File: src/rtl/instr_dispatch.sv
// Instruction dispatcher: decodes an accepted opcode against a packed table,
// fires a one-cycle one-hot start to the matching execution unit, then waits
// for that unit's done or a bounded timeout before accepting again.
module instr_dispatch #(
    parameter int unsigned                     OPC_W    = 4,
    parameter int unsigned                     NUM_OPS  = 4,
    parameter logic [NUM_OPS*OPC_W-1:0]        OP_TABLE = 16'h21F7,
    parameter int unsigned                     TIMEOUT  = 200
) (
    input  logic               clk,
    input  logic               rst_n,
    input  logic               enable,
    input  logic               instr_valid,
    input  logic [OPC_W-1:0]   opcode,
    output logic               instr_ready,
    output logic [NUM_OPS-1:0] start,
    input  logic [NUM_OPS-1:0] done,
    output logic               busy,
    output logic               illegal,
    output logic               timeout,
    output logic [NUM_OPS-1:0] active_op
);

    typedef enum logic [1:0] {
        StIdle,
        StStart,
        StWait
    } state_e;

    localparam logic [15:0] TimerLast = 16'(TIMEOUT - 1);

    state_e             state_q;
    logic [15:0]        timer_q;
    logic [NUM_OPS-1:0] match_oh;
    logic               match_any;
    logic               accept;

    assign instr_ready = (state_q == StIdle) && enable;
    assign busy        = (state_q != StIdle);
    assign accept      = instr_valid && instr_ready;

    // Table lookup; scanning from the top down lets the lowest matching index win.
    always_comb begin
        match_oh  = '0;
        match_any = 1'b0;
        for (int i = NUM_OPS - 1; i >= 0; i--) begin
            if (opcode == OP_TABLE[i*OPC_W +: OPC_W]) begin
                match_oh    = '0;
                match_oh[i] = 1'b1;
                match_any   = 1'b1;
            end
        end
    end

    // Dispatch FSM with registered start/illegal/timeout pulses and active unit.
    always_ff @(posedge clk or negedge rst_n) begin
        if (!rst_n) begin
            state_q   <= StIdle;
            timer_q   <= '0;
            start     <= '0;
            active_op <= '0;
            illegal   <= 1'b0;
            timeout   <= 1'b0;
        end else begin
            start   <= '0;
            illegal <= 1'b0;
            timeout <= 1'b0;
            unique case (state_q)
                StIdle: begin
                    if (accept) begin
                        if (match_any) begin
                            active_op <= match_oh;
                            start     <= match_oh;
                            state_q   <= StStart;
                        end else begin
                            illegal <= 1'b1;
                        end
                    end
                end
                StStart: begin
                    state_q <= StWait;
                    timer_q <= '0;
                end
                StWait: begin
                    // Completion takes priority over a coincident timer expiry.
                    if (|(done & active_op)) begin
                        state_q   <= StIdle;
                        active_op <= '0;
                    end else if (timer_q == TimerLast) begin
                        state_q   <= StIdle;
                        active_op <= '0;
                        timeout   <= 1'b1;
                    end else begin
                        timer_q <= timer_q + 16'd1;
                    end
                end
                default: begin
                    state_q   <= StIdle;
                    active_op <= '0;
                end
            endcase
        end
    end

endmodule
File: config.mk
export PLATFORM = sky130hd
export DESIGN_NAME = instr_dispatch
export DESIGN_NICKNAME = d
export VERILOG_FILES = /design/src/rtl/instr_dispatch.sv
export SDC_FILE = /design/constraint.sdc
export NUM_CORES = 1
export LEC_CHECK = 0
export ABC_AREA = 1
export CORE_ASPECT_RATIO = 0.5
export CORE_MARGIN = 5
export CORE_UTILIZATION = 25
export DETAILED_ROUTE_END_ITERATION = 12
export SLEW_MARGIN = 20
export SYNTH_ARGS = -nofsm -noshare
export SYNTH_HDL_FRONTEND = slang
export SYNTH_SLANG_ARGS = --single-unit
export TNS_END_PERCENT = 100
File: constraint.sdc
create_clock -name clk -period 2.3 [get_ports clk]
set_input_delay 0.575 -clock clk [delete_from_list [all_inputs] [get_ports clk]]
set_output_delay 0.575 -clock clk [all_outputs]
set_load 0.02 [all_outputs]
==> results of run 1 <==
-- cell families after synthesis --
| logic type | Yosys count | share of synthesized area |
|---|---|---|
| AO/OA/AOI/OAI | 17 | 0.0828 |
| XOR/XNOR | 5 | 0.0268 |
| adder cells (fa/ha/maj) | 1 | 0.00767 |
| buffers and inverters | 30 | 0.0867 |
| flip-flops | 28 | 0.429 |
| AND/OR/NAND/NOR | 133 | 0.367 |
-- routing by layer --
| metal | up-vias | part of all wire |
|---|---|---|
| met1 | 652 | 0.46 |
| met2 | 35 | 0.47 |
| met4 | 0 | 0.011 |
| met5 | - | 0 |
| met3 | 4 | 0.058 |
| li1 | 730 | - |
-- final cells by class --
type / instances / share of cell area
multi-input cells: 156 / 0.383
well taps: 88 / 0.0535
inverters: 28 / 0.0535
clock inverters: 1 / 0.0146
clock buffers: 3 / 0.0365
flip-flops and latches: 28 / 0.340
repair buffers: 25 / 0.118
-- registers in the layout (all words and copies together) (netlist names) --
register and count:
timeout 1, active_op 4, illegal 1, timer_q 16
state_q 2, start 4
-- metrics by stage --
| stage | setup TNS (ps) | utilization | hold WS, ps | instance area (µm²) |
|---|---|---|---|---|
| after detailed placement | -51.5 | 0.315 | 490 | 1960 |
| after global routing | 0 | 0.332 | 532 | 2060 |
| after global placement | -48.7 | 0.315 | 491 | 1960 |
| after CTS | 0 | 0.332 | 508 | 2060 |
| after floorplan | 0 | - | 279 | 1630 |
| final | 0 | 0.332 | 506 | 2060 |
-- cell usage in the layout (no fill, tap or decap), types with 2 or more instances in the layout --
cell type / instances
xor2_1: 5
clkinv_2: 2
inv_1: 24
nor2_1: 35
nor2_4: 2
nor3_1: 7
o21ai_2: 12
clkbuf_16: 3
dfrtp_1: 28
nand2_2: 7
nand2_1: 53
nand4_1: 6
nand3_1: 20
clkdlybuf4s50_1: 22
nand2_4: 2
buf_4: 2
o21ai_0: 3
o21bai_1: 2
-- repair_timing --
action | CTS | global route
gates resized for setup | 1 | 0
hold endpoints to repair | 0 | 0
endpoints found under the setup margin | 1 | 0
-- final timing paths --
check	depth (start not counted)	slack, ps	from	endpoint
min in group asynchronous	2	690	rst_n	timer_q[8]
hold / removal	2	510	active_op[2]	active_op[2]
setup reg to reg	11	550	timer_q[0]	timer_q[8]
max in group asynchronous	2	1350	rst_n	active_op[3]
hold reg to reg	2	510	active_op[2]	active_op[2]
setup / recovery	3	210	state_q[0]	busy
-- worst register-to-register path, stage by stage, from the launching register on --
cell	delay [ps]
dfrtp_1	410
ha_1	280
nand2_2	120
clkinv_2	70
nand2_2	80
nor2_4	30
nand2_2	80
nand2_4	90
nand2_4	210
inv_4	130
nand2_1	100
o21ai_2	50
-- report_power, final --
part	switching, mW	internal, mW	leakage (nW)	total (mW)
clock network	0.170	0.347	0.0511	0.517
logic	0.341	0.149	0.456	0.490
registers	0.0470	0.542	0.385	0.589
==> results.md, run 1 <==
* Status: finished clean
* # diodes at 0
* Async SR Flop Fraction at 1.00
* H-tree levels at 1
* Cts bufs inserted at 3
* Setup Fix Bufs, Post-CTS at 0
* Slew headroom at 0.674
* Crit Path Category: flop to output port
* Root buf cell: clkbuf_16
* IO Port Bufs at 23
* Unrepaired setup endpoints after global routing: no
* Initial antenna violation count at 0
* Average size of a mapped cell at 7.62 µm²
* Number of synthesized register bits at 28
* Layout area overhead at 26.2%
* Via density at 4.32
* Fin crit share at 0.908
* Post-synthesis net count at 227
* Post-Syn Area at 1630 µm²
* Global route overflow at 0
* Vias at 1421
* Clock Path Buffers at 2
* Syn. warnings at 0
* Row cnt at 20
* Avg WL per Cell at 10.9 µm
* Max VDD drop at 319 µV
* Critical path launch point type: flop
* Number of synthesized flops with an enable pin at 0
* Placed Cells at 325
* Worst min path class: flop to flop
* Initial Utilization at 0.263
* Clock Pin Slew Worst Setup and Hold Paths at 70 ps
* Die Area at 8340 µm²
* Most numerous cell in the Yosys netlist: nand2_1
* Slowest cell delay on critical path at 640 ps
* Worst Path Arrival at 1510 ps
* Pwr/cell area at 775 nW/µm²
* Setup crit end kind: output port
* Layout cell share with drive strength beyond 1 at 0.141
* Cell Chain, Critical Path: inv_1, nand2_1, clkdlybuf4s50_1
* Least-Margin Pin Slew at 485 ps
* Met3 usage at 0.0160
* Post-synth top area cell: dfrtp_1
* Worst-path maximum fanout at 5
* Post-Layout Cell Count at 329
* Slowest-stage cell, CP: clkdlybuf4s50_1
* Crit-path leading delay family: buffers and inverters
* Met1 Usage GRT at 0.113
* Worst Clk Skew at 3.25 ps
* Fin nets at 255
* Most frequent cells after synthesis: nand2_1 (53), nor2_1 (35), dfrtp_1 (28)
* First-pass GRT wire length at 6420 µm
* Gpl congestion at 0.862
* Iteration-0 DRC Markers at 118
* Final Setup Violations at 0
* # fillers at 687
* Die X at 124 µm
* Cts hold-fix bufs at 0
* Largest net degree at the start of global routing at 29
* DRT Pass-1 Iters at 4
* Buf+Inv Stages, Crit Path at 2
* Pleak at 0.892 nW
* Vert. Die Dim at 67.1 µm
* Critical Path RT at 1730 ps
* Share of the synthesized area in the top cell type at 0.429
* Area occupied by multi-input gates at 790 µm²
* Post-route ant nets at 0
* Register area at 701 µm²
* Slew Limit Fails at 0
* Residual DRC at 0
* Main synth FF type: dfrtp_1
* Gr busiest metal: met2
* Synth Instances at 214
* Synth area leaders: dfrtp_1 (43%), nand2_1 (12%), nor2_1 (8.1%)
* Final hold vios at 0
* PnR Total Power at 1.60 mW
* Max Cap Viol at 0
* Top achievable clock speed at 0.479 GHz
* Setup slack at placement at -51.5 ps
* Total Wirelength at 3600 µm
* Sequential area share after synthesis at 0.429
* Skew-Pair Late Insertion Delay at 260 ps
* Crit path time final at 2090 ps
* Cell variety after synth at 21
* Vias in the first global route at 1443
* Total I/O pin count at 24
* CTS tree: yes
* All-Layer GR Usage at 0.0933
* GR Layer Usage met2 at 0.175
* CTS sink cnt at 28
* HPWL Detailed at 2750 µm
* Core area at 6210 µm²
* Final setup margin at 212 ps
No activity file was read; power rests on OpenSTA's default activity.
==> run 2, diff against run 1 <==
ABC_AREA = 0   (was 1)
SETUP_SLACK_MARGIN = 0.4   (was default)
==> run 2 against run 1 <==
Compared with the run above:
- register-to-register slack got worse by 150 ps
- sequential cell count unchanged
- routed wire length decreased by 7.1%
- die area decreased by 13%
- utilization increased by 4.1 points
- clock skew decreased by 0.76 ps
- non-clock buffer count increased by 23
- combinational power increased by 54%
- via count decreased by 12%
- hold slack improved by 11 ps
- critical path type is now flop to flop
- critical endpoint is now timer_q[15]
- largest cell class unchanged
==> results.md, run 2 <==
* Average size of a mapped cell at 9.72 µm²
* Residual DRC at 0
* Largest Register: timer_q
* Vias in the first global route at 1217
* Initial antenna violation count at 0
* HPWL Detailed at 2410 µm
* Post-Syn Area at 1400 µm²
* Total I/O pin count at 24
* Fin util at 0.373
* Max Cap Viol at 0
* Buf+Inv Stages, Crit Path at 1
* Main synth FF type: dfrtp_1
* Critical Path RT at 2470 ps
* Cts hold-fix bufs at 0
* Most numerous cell in the Yosys netlist: dfrtp_1
* IO Port Bufs at 23
* Cell variety after synth at 39
* Leading cell type in the layout, fill and taps excluded: dfrtp_1
* Largest net degree at the start of global routing at 29
* Clock Pin Slew Worst Setup and Hold Paths at 100 ps
* DRT Pass-1 Iters at 5
* Die Area at 7290 µm²
* Setup crit end kind: flop
* CTS tree: yes
* Core area at 5440 µm²
* Row cnt at 19
* First-pass GRT wire length at 5570 µm
* Crit path time final at 1900 ps
* TNS Setup at 0 ps
* Fin crit share at 0.825
* Root buf cell: clkbuf_8
* Die X at 116 µm
* Cell Chain, Critical Path: a222oi_1, nand3_1, buf_6, nor3_4, or4b_4, mux2i_1
* Total Wirelength at 3340 µm
* Layout area overhead at 44.9%
* Via density at 4.78
* Layout cell share with drive strength beyond 1 at 0.274
* Worst-path maximum fanout at 7
* Slew headroom at 0.767
* Iteration-0 DRC Markers at 85
* Avg WL per Cell at 12.7 µm
* Syn. warnings at 0
* Crit Path Category: flop to flop
* Top flop regs: timer_q: 16 flops, active_op: 4 flops, start: 4 flops
* Logic gate share of total power at 0.393
* Slowest-stage cell, CP: or4b_4
* Vert. Die Dim at 62.9 µm
* Pwr/cell area at 947 nW/µm²
* Unrepaired setup endpoints after global routing: yes
* Sequential area share after synthesis at 0.500
* Synth area leaders: dfrtp_1 (50%), nand2_1 (4.6%), nand3_1 (3.9%)
* Clock Path Buffers at 2
* Share of the synthesized area in the top cell type at 0.500
* Number of synthesized flops with an enable pin at 0
* Gpl congestion at 0.812
* Crit-path leading delay family: simple AND/OR/NAND/NOR gates
* Number of synthesized register bits at 28
* Vias at 1257
* Post-synthesis net count at 157
* Skew-Pair Late Insertion Delay at 270 ps
* Commonest non-fill, non-tap cells in the layout: dfrtp_1 (26), buf_4 (24), nand2_1 (17), clkdlybuf4s50_1 (15), nor2_1 (13)
* H-tree levels at 1
* Post-synth top area cell: dfrtp_1
* # diodes at 0
* Slowest cell delay on critical path at 480 ps
* Most frequent cells after synthesis: dfrtp_1 (28), nand2_1 (17), nor2_1 (13)
* Slew Limit Fails at 0
* Final hold vios at 0
* Fin nets at 204
* Post-route ant nets at 0
* Pleak at 0.962 nW
* Least-Margin Pin Slew at 350 ps
* Cts bufs inserted at 3
* Sw frac at 0.355
* Synth Instances at 144
* Worst Path Arrival at 2070 ps
* Worst min path class: flop to flop
* # fillers at 547
* Pint at 1.24 mW
* Initial Utilization at 0.257
* Async SR Flop Fraction at 1.00
* Reg power frac at 0.404
* Max VDD drop at 416 µV
* Top achievable clock speed at 0.527 GHz
* Status: finished clean
* Global route overflow at 0
* Final Setup Violations at 0
* Clock power frac at 0.203
* Worst Clk Skew at 2.49 ps
* P_sw at 0.682 mW
* All-Layer GR Usage at 0.0919
* Critical path launch point type: flop
* Max reg flops at 16
* CTS sink cnt at 28
run 2: cell types whose count changed after synthesis, sizes merged, moves of 7 or more:
cell and change:
nand2 -45, nor4 +7, nand3 -9, inv -21, o21ai -11, nor2 -25
run 2: power groups by stage:
stage	Sequential, mW	Combinational, mW	Clock, mW
2_1_floorplan	0.749	0.408	0
3_3_place_gp	0.774	0.592	0
3_5_place_dp	0.776	0.600	0
4_1_cts	0.757	0.698	0.399
5_1_grt	0.799	0.837	0.416
6_report	0.775	0.754	0.391
run 2: metrics by stage:
stage,hold slack (ps),setup WS (ps),std cells,total power [mW],cell area [µm²]
finish,517,403,263,1.92,2030
global route,540,338,263,2.05,2030
CTS,508,311,261,1.85,1960
detailed placement,491,-164,247,1.38,1790
global placement,489,-137,247,1.37,1790
floorplan,279,254,144,1.16,1410
run 2: final timing paths:
check                                to  cells after the start         start  slack, ps
setup / recovery            timer_q[15]                      6  active_op[0]        400
hold / removal             active_op[1]                      1  active_op[1]        520
setup reg to reg            timer_q[15]                      6  active_op[0]        400
hold reg to reg            active_op[1]                      1  active_op[1]        520
max in group asynchronous    state_q[0]                      2         rst_n       1340
min in group asynchronous    timer_q[7]                      2         rst_n        680
run 2: kinds of logic (layout without fill, tap and decap cells):
family,after synthesis,in the layout,share of synthesized area
buffers and inverters,11,57,0.0375
AO/OA/AOI/OAI,20,20,0.100
AND/OR/NAND/NOR,75,75,0.294
flip-flops,28,28,0.500
adder cells (fa/ha/maj),1,1,0.00894
XOR/XNOR,6,6,0.0375
multiplexers,3,3,0.0214
run 2: area by class of cell:
| cell class | count | area, µm² | share of cell area |
|---|---|---|---|
| clock buffers | 3 | 41.3 | 0.0204 |
| clock inverters | 1 | 30.0 | 0.0148 |
| inverters | 5 | 18.8 | 0.00925 |
| multi-input cells | 105 | 728 | 0.359 |
| flip-flops and latches | 28 | 703 | 0.347 |
| well taps | 73 | 91.3 | 0.0450 |
| repair buffers | 48 | 415 | 0.205 |
run 2: routing by layer:
metal / track usage / vias up / wire length, µm
li1: - / 613 / -
met1: 0.128 / 603 / 1570
met2: 0.149 / 34 / 1560
met3: 0.0116 / 7 / 139
met4: 0.0260 / 0 / 75
met5: 0 / - / 0
run 2: timing repair:
item                       in CTS  in global routing
resized for setup              24                 14
setup buffers                  10                  2
pin swaps                       4                  6
setup endpoints to repair      21                 15
run 2: worst register-to-register path: stages, from the launching register on:
cell and delay (ps):
dfrtp_1 420, a222oi_1 370, nand3_1 130, buf_6 160, nor3_4 110, or4b_4 480, mux2i_1 130
